## config.mk

```make
export PLATFORM = sky130hd
export DESIGN_NAME = rv_wb_ctrl_flat
export DESIGN_NICKNAME = d
export VERILOG_FILES = /design/src/rtl/rv_wb_pkg.sv /design/src/rtl/rv_wb_ctrl_if.sv /design/src/rtl/rv_wb_lq.sv /design/src/rtl/rv_wb_ctrl.sv /design/src/flat_wrapper.sv
export SDC_FILE = /design/constraint.sdc
export NUM_CORES = 1
export LEC_CHECK = 0
export CORE_UTILIZATION = 53
export CTS_BUF_LIST = sky130_fd_sc_hd__clkbuf_8
export CTS_CLUSTER_DIAMETER = 30
export DETAILED_ROUTE_END_ITERATION = 10
export PLACE_DENSITY = 0.88
export SLEW_MARGIN = 20
export SYNTH_ARGS = -nofsm -noshare
export SYNTH_HDL_FRONTEND = slang
export SYNTH_SLANG_ARGS = --single-unit
```

## constraint.sdc

```tcl
create_clock -name clk -period 8.8 [get_ports clk]
set_clock_uncertainty 0.2 [all_clocks]
set_input_delay 2.64 -clock clk [delete_from_list [all_inputs] [get_ports clk]]
set_output_delay 2.64 -clock clk [all_outputs]
set_load 0.01 [all_outputs]
```

## src/rtl/rv_wb_pkg.sv

```systemverilog
// Shared types for the write-back controller: load funct3 encoding,
// load-queue entry layout and the load extract/extend helper.
package rv_wb_pkg;

  localparam int XLEN_DEF = 64;

  typedef enum logic [2:0] {
    LB  = 3'd0,
    LH  = 3'd1,
    LW  = 3'd2,
    LD  = 3'd3,
    LBU = 3'd4,
    LHU = 3'd5,
    LWU = 3'd6
  } ld_f3_e;

  typedef struct packed {
    logic [4:0] rd;
    ld_f3_e     funct3;
    logic [2:0] off;
  } lq_entry_t;

  // Offset bits below the access size are ignored (natural alignment).
  function automatic logic [XLEN_DEF-1:0] ld_extract(
    input logic [XLEN_DEF-1:0] d,
    input ld_f3_e              f3,
    input logic [2:0]          off
  );
    logic [7:0]  b;
    logic [15:0] h;
    logic [31:0] w;
    logic [XLEN_DEF-1:0] r;
    b = d[{off, 3'b000} +: 8];
    h = d[{off[2:1], 4'b0000} +: 16];
    w = d[{off[2], 5'b00000} +: 32];
    case (f3)
      LB:      r = {{56{b[7]}}, b};
      LH:      r = {{48{h[15]}}, h};
      LW:      r = {{32{w[31]}}, w};
      LBU:     r = {56'd0, b};
      LHU:     r = {48'd0, h};
      LWU:     r = {32'd0, w};
      default: r = d;
    endcase
    return r;
  endfunction

endpackage

```

## src/rtl/rv_wb_ctrl_if.sv

```systemverilog
// Write-back bus: ALU result, load issue, load response, busy and
// register-file write port. master = producers/consumers, slave = controller.
interface rv_wb_ctrl_if #(
  parameter int XLEN = 64
);

  logic            alu_valid;
  logic            alu_ready;
  logic [4:0]      alu_rd;
  logic [XLEN-1:0] alu_data;

  logic            ld_req_valid;
  logic            ld_req_ready;
  logic [4:0]      ld_req_rd;
  logic [2:0]      ld_req_funct3;
  logic [2:0]      ld_req_off;

  logic            ld_rsp_valid;
  logic [XLEN-1:0] ld_rsp_data;

  logic [31:0]     busy;
  logic            wr_en;
  logic [4:0]      wr_idx;
  logic [XLEN-1:0] wr_data;

  modport master (
    output alu_valid, alu_rd, alu_data,
    output ld_req_valid, ld_req_rd,
    output ld_req_funct3, ld_req_off,
    output ld_rsp_valid, ld_rsp_data,
    input  alu_ready, ld_req_ready,
    input  busy, wr_en, wr_idx, wr_data
  );

  modport slave (
    input  alu_valid, alu_rd, alu_data,
    input  ld_req_valid, ld_req_rd,
    input  ld_req_funct3, ld_req_off,
    input  ld_rsp_valid, ld_rsp_data,
    output alu_ready, ld_req_ready,
    output busy, wr_en, wr_idx, wr_data
  );

endinterface

```

## src/rtl/rv_wb_lq.sv

```systemverilog
// Outstanding-load FIFO of lq_entry_t, in-order. Ports: clk, rst (sync),
// push/din, pop/dout (head), full, empty. Pointers carry a wrap bit.
module rv_wb_lq
  import rv_wb_pkg::*;
#(
  parameter int DEPTH = 4
) (
  input  logic      clk,
  input  logic      rst,
  input  logic      push,
  input  lq_entry_t din,
  input  logic      pop,
  output lq_entry_t dout,
  output logic      full,
  output logic      empty
);

  localparam int AW = $clog2(DEPTH);

  lq_entry_t   mem [DEPTH];
  logic [AW:0] wp;
  logic [AW:0] rp;

  assign empty = (wp == rp);
  assign full  = (wp[AW] != rp[AW]) &&
                 (wp[AW-1:0] == rp[AW-1:0]);
  assign dout  = mem[rp[AW-1:0]];

  always_ff @(posedge clk) begin
    if (push && !full)
      mem[wp[AW-1:0]] <= din;
  end

  always_ff @(posedge clk) begin
    if (rst) begin
      wp <= '0;
      rp <= '0;
    end else begin
      if (push && !full)
        wp <= wp + 1'b1;
      if (pop && !empty)
        rp <= rp + 1'b1;
    end
  end

endmodule

```

## src/rtl/rv_wb_ctrl.sv

```systemverilog
// Write-back controller: sole register-file writer, merges ALU results with
// in-order load responses, aligns/extends load data, tracks busy registers.
// Ports: clk, rst (sync, active-high), bus (rv_wb_ctrl_if.slave).
// Macro RV_WB_FWD_EN adds rs1/rs2 bypass ports (rs*_idx, rf_rs*, rs*_fwd).
module rv_wb_ctrl
  import rv_wb_pkg::*;
#(
  parameter int XLEN     = XLEN_DEF,
  parameter int LQ_DEPTH = 4
) (
  input logic          clk,
  input logic          rst,
  rv_wb_ctrl_if.slave  bus
`ifdef RV_WB_FWD_EN
  ,
  input  logic [4:0]      rs1_idx,
  input  logic [4:0]      rs2_idx,
  input  logic [XLEN-1:0] rf_rs1,
  input  logic [XLEN-1:0] rf_rs2,
  output logic [XLEN-1:0] rs1_fwd,
  output logic [XLEN-1:0] rs2_fwd
`endif
);

  lq_entry_t       lq_din;
  lq_entry_t       lq_head;
  logic            lq_full;
  logic            lq_empty;
  logic            push;
  logic            pop;
  logic            alu_rdy;
  logic            ld_rdy;
  logic            alu_go;
  logic [31:0]     set_mask;
  logic [31:0]     clr_mask;

  logic [31:0]     busy_q;
  logic            wr_en_q;
  logic [4:0]      wr_idx_q;
  logic [XLEN-1:0] wr_data_q;

  assign lq_din = '{
    rd:     bus.ld_req_rd,
    funct3: ld_f3_e'(bus.ld_req_funct3),
    off:    bus.ld_req_off
  };

  // rd 0 never becomes busy, so the index-0 lookup is harmless.
  assign ld_rdy  = ~rst & ~lq_full &
                   ~busy_q[bus.ld_req_rd];
  assign alu_rdy = ~rst & ~bus.ld_rsp_valid;

  assign push   = bus.ld_req_valid & ld_rdy;
  assign pop    = bus.ld_rsp_valid & ~lq_empty & ~rst;
  assign alu_go = bus.alu_valid & alu_rdy;

  assign set_mask = push ?
    ((32'd1 << bus.ld_req_rd) & ~32'd1) : 32'd0;
  assign clr_mask = pop ?
    (32'd1 << lq_head.rd) : 32'd0;

  rv_wb_lq #(
    .DEPTH (LQ_DEPTH)
  ) u_lq (
    .clk   (clk),
    .rst   (rst),
    .push  (push),
    .din   (lq_din),
    .pop   (pop),
    .dout  (lq_head),
    .full  (lq_full),
    .empty (lq_empty)
  );

  always_ff @(posedge clk) begin
    if (rst) begin
      busy_q    <= '0;
      wr_en_q   <= 1'b0;
      wr_idx_q  <= '0;
      wr_data_q <= '0;
    end else begin
      busy_q <= (busy_q & ~clr_mask) | set_mask;
      if (pop) begin
        wr_en_q   <= (lq_head.rd != 5'd0);
        wr_idx_q  <= lq_head.rd;
        wr_data_q <= ld_extract(bus.ld_rsp_data,
                                lq_head.funct3,
                                lq_head.off);
      end else if (alu_go) begin
        wr_en_q   <= (bus.alu_rd != 5'd0);
        wr_idx_q  <= bus.alu_rd;
        wr_data_q <= bus.alu_data;
      end else begin
        wr_en_q <= 1'b0;
      end
    end
  end

  assign bus.alu_ready    = alu_rdy;
  assign bus.ld_req_ready = ld_rdy;
  assign bus.busy         = busy_q;
  assign bus.wr_en        = wr_en_q;
  assign bus.wr_idx       = wr_idx_q;
  assign bus.wr_data      = wr_data_q;

`ifdef RV_WB_FWD_EN
  assign rs1_fwd = (wr_en_q && wr_idx_q == rs1_idx &&
                    rs1_idx != 5'd0) ? wr_data_q : rf_rs1;
  assign rs2_fwd = (wr_en_q && wr_idx_q == rs2_idx &&
                    rs2_idx != 5'd0) ? wr_data_q : rf_rs2;
`endif

  a_rsp_empty: assert property (
    @(posedge clk) disable iff (rst)
    !(bus.ld_rsp_valid && lq_empty));

  a_alu_busy: assert property (
    @(posedge clk) disable iff (rst)
    !(alu_go && busy_q[bus.alu_rd]));

endmodule

```

## src/flat_wrapper.sv

```systemverilog
// flat-port wrapper written by rule: the top's interface ports become plain ports
module rv_wb_ctrl_flat import rv_wb_pkg::*;
#(
  parameter int XLEN     = XLEN_DEF,
  parameter int LQ_DEPTH = 4
)
  (clk, rst, bus_alu_valid, bus_alu_rd, bus_alu_data, bus_ld_req_valid, bus_ld_req_rd, bus_ld_req_funct3, bus_ld_req_off, bus_ld_rsp_valid, bus_ld_rsp_data, bus_alu_ready, bus_ld_req_ready, bus_busy, bus_wr_en, bus_wr_idx, bus_wr_data);
  rv_wb_ctrl_if #(.XLEN(XLEN)) bus_i ();
  input logic clk;
  input logic rst;
  input wire logic [$bits(bus_i.alu_valid)-1:0] bus_alu_valid;
  input wire logic [$bits(bus_i.alu_rd)-1:0] bus_alu_rd;
  input wire logic [$bits(bus_i.alu_data)-1:0] bus_alu_data;
  input wire logic [$bits(bus_i.ld_req_valid)-1:0] bus_ld_req_valid;
  input wire logic [$bits(bus_i.ld_req_rd)-1:0] bus_ld_req_rd;
  input wire logic [$bits(bus_i.ld_req_funct3)-1:0] bus_ld_req_funct3;
  input wire logic [$bits(bus_i.ld_req_off)-1:0] bus_ld_req_off;
  input wire logic [$bits(bus_i.ld_rsp_valid)-1:0] bus_ld_rsp_valid;
  input wire logic [$bits(bus_i.ld_rsp_data)-1:0] bus_ld_rsp_data;
  output wire logic [$bits(bus_i.alu_ready)-1:0] bus_alu_ready;
  output wire logic [$bits(bus_i.ld_req_ready)-1:0] bus_ld_req_ready;
  output wire logic [$bits(bus_i.busy)-1:0] bus_busy;
  output wire logic [$bits(bus_i.wr_en)-1:0] bus_wr_en;
  output wire logic [$bits(bus_i.wr_idx)-1:0] bus_wr_idx;
  output wire logic [$bits(bus_i.wr_data)-1:0] bus_wr_data;
  assign bus_i.alu_valid = bus_alu_valid;
  assign bus_i.alu_rd = bus_alu_rd;
  assign bus_i.alu_data = bus_alu_data;
  assign bus_i.ld_req_valid = bus_ld_req_valid;
  assign bus_i.ld_req_rd = bus_ld_req_rd;
  assign bus_i.ld_req_funct3 = bus_ld_req_funct3;
  assign bus_i.ld_req_off = bus_ld_req_off;
  assign bus_i.ld_rsp_valid = bus_ld_rsp_valid;
  assign bus_i.ld_rsp_data = bus_ld_rsp_data;
  assign bus_alu_ready = bus_i.alu_ready;
  assign bus_ld_req_ready = bus_i.ld_req_ready;
  assign bus_busy = bus_i.busy;
  assign bus_wr_en = bus_i.wr_en;
  assign bus_wr_idx = bus_i.wr_idx;
  assign bus_wr_data = bus_i.wr_data;
  rv_wb_ctrl #(.XLEN(XLEN), .LQ_DEPTH(LQ_DEPTH)) u_core (.clk(clk), .rst(rst), .bus(bus_i));
endmodule
```

==> results.md <==
* Status: completed
* Max Slew Vio Count at 0
* Synthesized area per cell at slightly above 10 um2
* Seq cells post-synth at between 150 and 200
* CP arrival at 5.33 ns
* Crit-path leading delay family: buffers and inverters
* Max FO, Critical Path at 15
* Post-CTS Setup Bufs at 0
* Port bufs at 252
* Worst relative slew slack at a little over a quarter
* Die Wd at around 130 um
* Vias in the first global route at around 7,900
* Most frequent cells in the layout: clkdlybuf4s50_1, dfxtp_1, nor2_1
* Post-detail-place hpwl at about 22 mm
* Power density over cell area at between 150 and 200 nW/um2
* Min cycle time layout at between 8 and 9 ns
* Final nets at between 1,000 and 1,500
* Area of the multi-input gates at around 4600 um2
* Boundary pin count at between 200 and 300
* Commonest register cell after synthesis: dfxtp_1
* Final setup viols at 0
* Max Cap Violations at 0
* CORE AREA at about 16,000 um2
* First-pass GRT wire length at about 45 mm
* Unique cell type count in the Yosys netlist at around 70
* Synthesized area at 8620 um2
* Setup TNS at 0 ns
* Peak Freq at 0.122 GHz
* Largest net degree at the start of global routing at between 50 and 60
* Switch Pwr at ~0.84 mW
* Unrepaired setup endpoints after global routing: false
* Cts bufs inserted at 17
* Hold crit path type: flop to flop
* Final Non-Filler Cells at 1,281
* Async set-reset flop share out of synthesis at 0%
* Clock Tree Buf Depth at 2
* Worst-Skew Late Latency at 0.47 ns
* Clk pwr share at 23.1%
* Iteration-0 DRC Markers at 1,118
* DRT Wirelength at just over 30 mm
* # hold bufs at CTS at 0
* Root Buffer Master: clkbuf_8
* GRT overflow at 0
* Combinational fraction of design power at 39.3%
* Via-to-Cell Ratio at roughly 6.5
* Commonest non-fill, non-tap cell in the layout: clkdlybuf4s50_1
* Vias at ~8,400
* Register area at 3520 um2
* CTS tree: done
* Bufs and invs on worst path at 3
* Switching share of power at 36.9%
* Worst-path clk slew at around 0.09 ns
* Post-Syn Nets at between 1,000 and 1,500
* Sequential power share at 37.6%
* Fin Hold WS at 0.261 ns
* Clock sink count at between 150 and 200
* Routability cong. at a little under 1
* CP required at 5.96 ns
* Number of synthesis warnings at 0
* EDFF count, synth at 44
* Kind of critical path: primary input to primary output
* Element type at the critical path start: primary input
* Fraction of layout instances using a drive strength above 1 at 11.9%
* FP Rows at 46
* Die Span Y at between 100 and 150 um
* DRT antenna net count at 0
* Seq/Total Area, Yosys at between 40 and 50%
* CP endpoint kind: primary output
* Initial Util at 54.2%
* Total track usage at 36.2%
* Synthesis-to-finish area growth at 33.7%
* Antenna violations before repair at 3
* Lkg Pwr at 4.02 nW
* Internal Power at about 1.4 mW
* CP max-delay cell: clkdlybuf4s50_1
* Pre-CTS WS at approximately 0.69 ns
* VDD IR-drop max at 0.000159 V
* Router iterations before antenna repair at 5
* Post-Synthesis Cells at between 800 and 900
* Cell mode on critical path: clkdlybuf4s50_1
* Post-DR wirelength/cell at roughly 24 um
* H-tree lvl count at 4
* Residual DRC at 0
* Final Hold Vio Count at 0
* Dpl cells at roughly 1,200
* Highest cell delay on the worst timing path at about 0.74 ns
* Post-route worst setup slack at around 0.63 ns
* Final Cycle Share at slightly above 90%
* Filler instances at between 1,000 and 1,500
* Post_cts resized at 0
* Die area at about 17,000 um2
* Worst Tran Pin Value at roughly 1.1 ns
* Crit-path cells: clkdlybuf4s50_1 > buf_4 > and3b_1 > a2111oi_0 > a311o_1 > or2_2 > and2_1 > clkdlybuf4s50_1
## worst min-delay path, delay by kind of cell (launching register included)
family / cells / cell delay (ns)
flops: 1 / 0.32
simple gates: 1 / 0.05
compound gates: 1 / 0.05
## path summary, 6_finish.rpt
kind,from,slack (ns),endpoint,depth (start not counted)
setup / recovery,bus_ld_req_rd[0],0.63,bus_ld_req_ready,8
hold / removal,u_core.bus.wr_idx[3],0.26,u_core.bus.wr_idx[3],2
setup reg to reg,flop,4.54,u_core.bus.wr_data[31],5
hold reg to reg,u_core.bus.wr_idx[3],0.26,u_core.bus.wr_idx[3],2
## state kept, by name, summed over array words and instances (netlist names), named ones only
| signal | cells |
|---|---|
| u_core.bus.busy | 32 |
| u_core.bus.wr_data | 64 |
| u_core.bus.wr_en | 1 |
| u_core.bus.wr_idx | 5 |
| u_core.u_lq.mem | 44 |
| u_core.u_lq.rp | 3 |
| u_core.u_lq.wp | 3 |
## power groups by stage
stage | logic [mW] | registers, mW | clock network (mW)
finish | 0.889 | 0.852 | 0.522
global route | 0.937 | 0.859 | 0.552
CTS | 0.870 | 0.852 | 0.525
detailed placement | 0.862 | 0.868 | 0
global placement | 0.853 | 0.864 | 0
floorplan | 0.532 | 0.878 | 0
## area by class of cell
class                           count  area share, %
Multi-Input combinational cell    586           40.0
Timing Repair Buffer              267           22.9
Clock inverter                     15           1.27
Antenna cell                        2         0.0434
Sequential cell                   154           30.6
Tap cell                          216           2.35
Inverter                           24          0.782
Clock buffer                       17           2.03
## logic make-up (layout without fill, tap and decap cells)
logic type                 Yosys count  count (layout)  synth area share [%]
xor gates and xnor gates             6               6                 0.610
other                                0               2                     0
DFF                                154             154                  40.9
adders and majority gates            5               5                 0.726
buffers and inverters              108             323                  6.03
muxes                               93              93                  15.0
AOI/OAI and AO/OA                  283             283                  25.0
and+or+nand+nor                    199             199                  11.7
## Yosys cell counts, types with 4 or more instances
master / instances / share of area, %
mux2i_1: 38 / 4.4
o221ai_1: 29 / 2.9
nand2_1: 49 / 2.1
edfxtp_1: 44 / 15
nor2_1: 57 / 2.5
and2_1: 6 / 0.44
xor2_1: 4 / 0.41
inv_1: 23 / 1.0
or2_2: 4 / 0.29
a211o_1: 13 / 1.3
mux4_2: 23 / 6.0
o21ai_0: 10 / 0.58
a22oi_1: 36 / 3.1
mux2_2: 29 / 3.8
nor2b_1: 9 / 0.65
o211ai_1: 21 / 1.8
nand2b_1: 38 / 2.8
ha_1: 5 / 0.73
dfxtp_1: 110 / 26
nor3_1: 11 / 0.64
a211oi_1: 4 / 0.35
buf_2: 27 / 1.6
a31oi_1: 31 / 2.3
o32ai_1: 5 / 0.51
nand3_1: 5 / 0.29
clkbuf_1: 43 / 1.9
a221oi_1: 26 / 2.6
a21oi_1: 45 / 2.6
a221oi_2: 7 / 1.2
buf_6: 7 / 0.91
a41oi_1: 8 / 0.81
o31ai_1: 29 / 2.5
## per-layer routing
| metal | track usage, % | vias up | part of all wire [%] |
|---|---|---|---|
| li1 | - | 3716 | - |
| met1 | 44.0 | 3954 | 37 |
| met2 | 58.1 | 579 | 45 |
| met3 | 10.9 | 118 | 13 |
| met4 | 19.0 | 2 | 5.2 |
| met5 | 0 | - | 0.042 |
## metrics by stage
| step | power, mW | cell area, um2 | utilization [%] |
|---|---|---|---|
| floorplan | 1.41 | 8620 | - |
| global placement | 1.72 | 11100 | 70.0 |
| detailed placement | 1.73 | 11100 | 70.0 |
| CTS | 2.25 | 11500 | 72.4 |
| global route | 2.35 | 11500 | 72.5 |
| finish | 2.26 | 11500 | 72.5 |
Note: power is estimated with default switching activity, not from simulation.
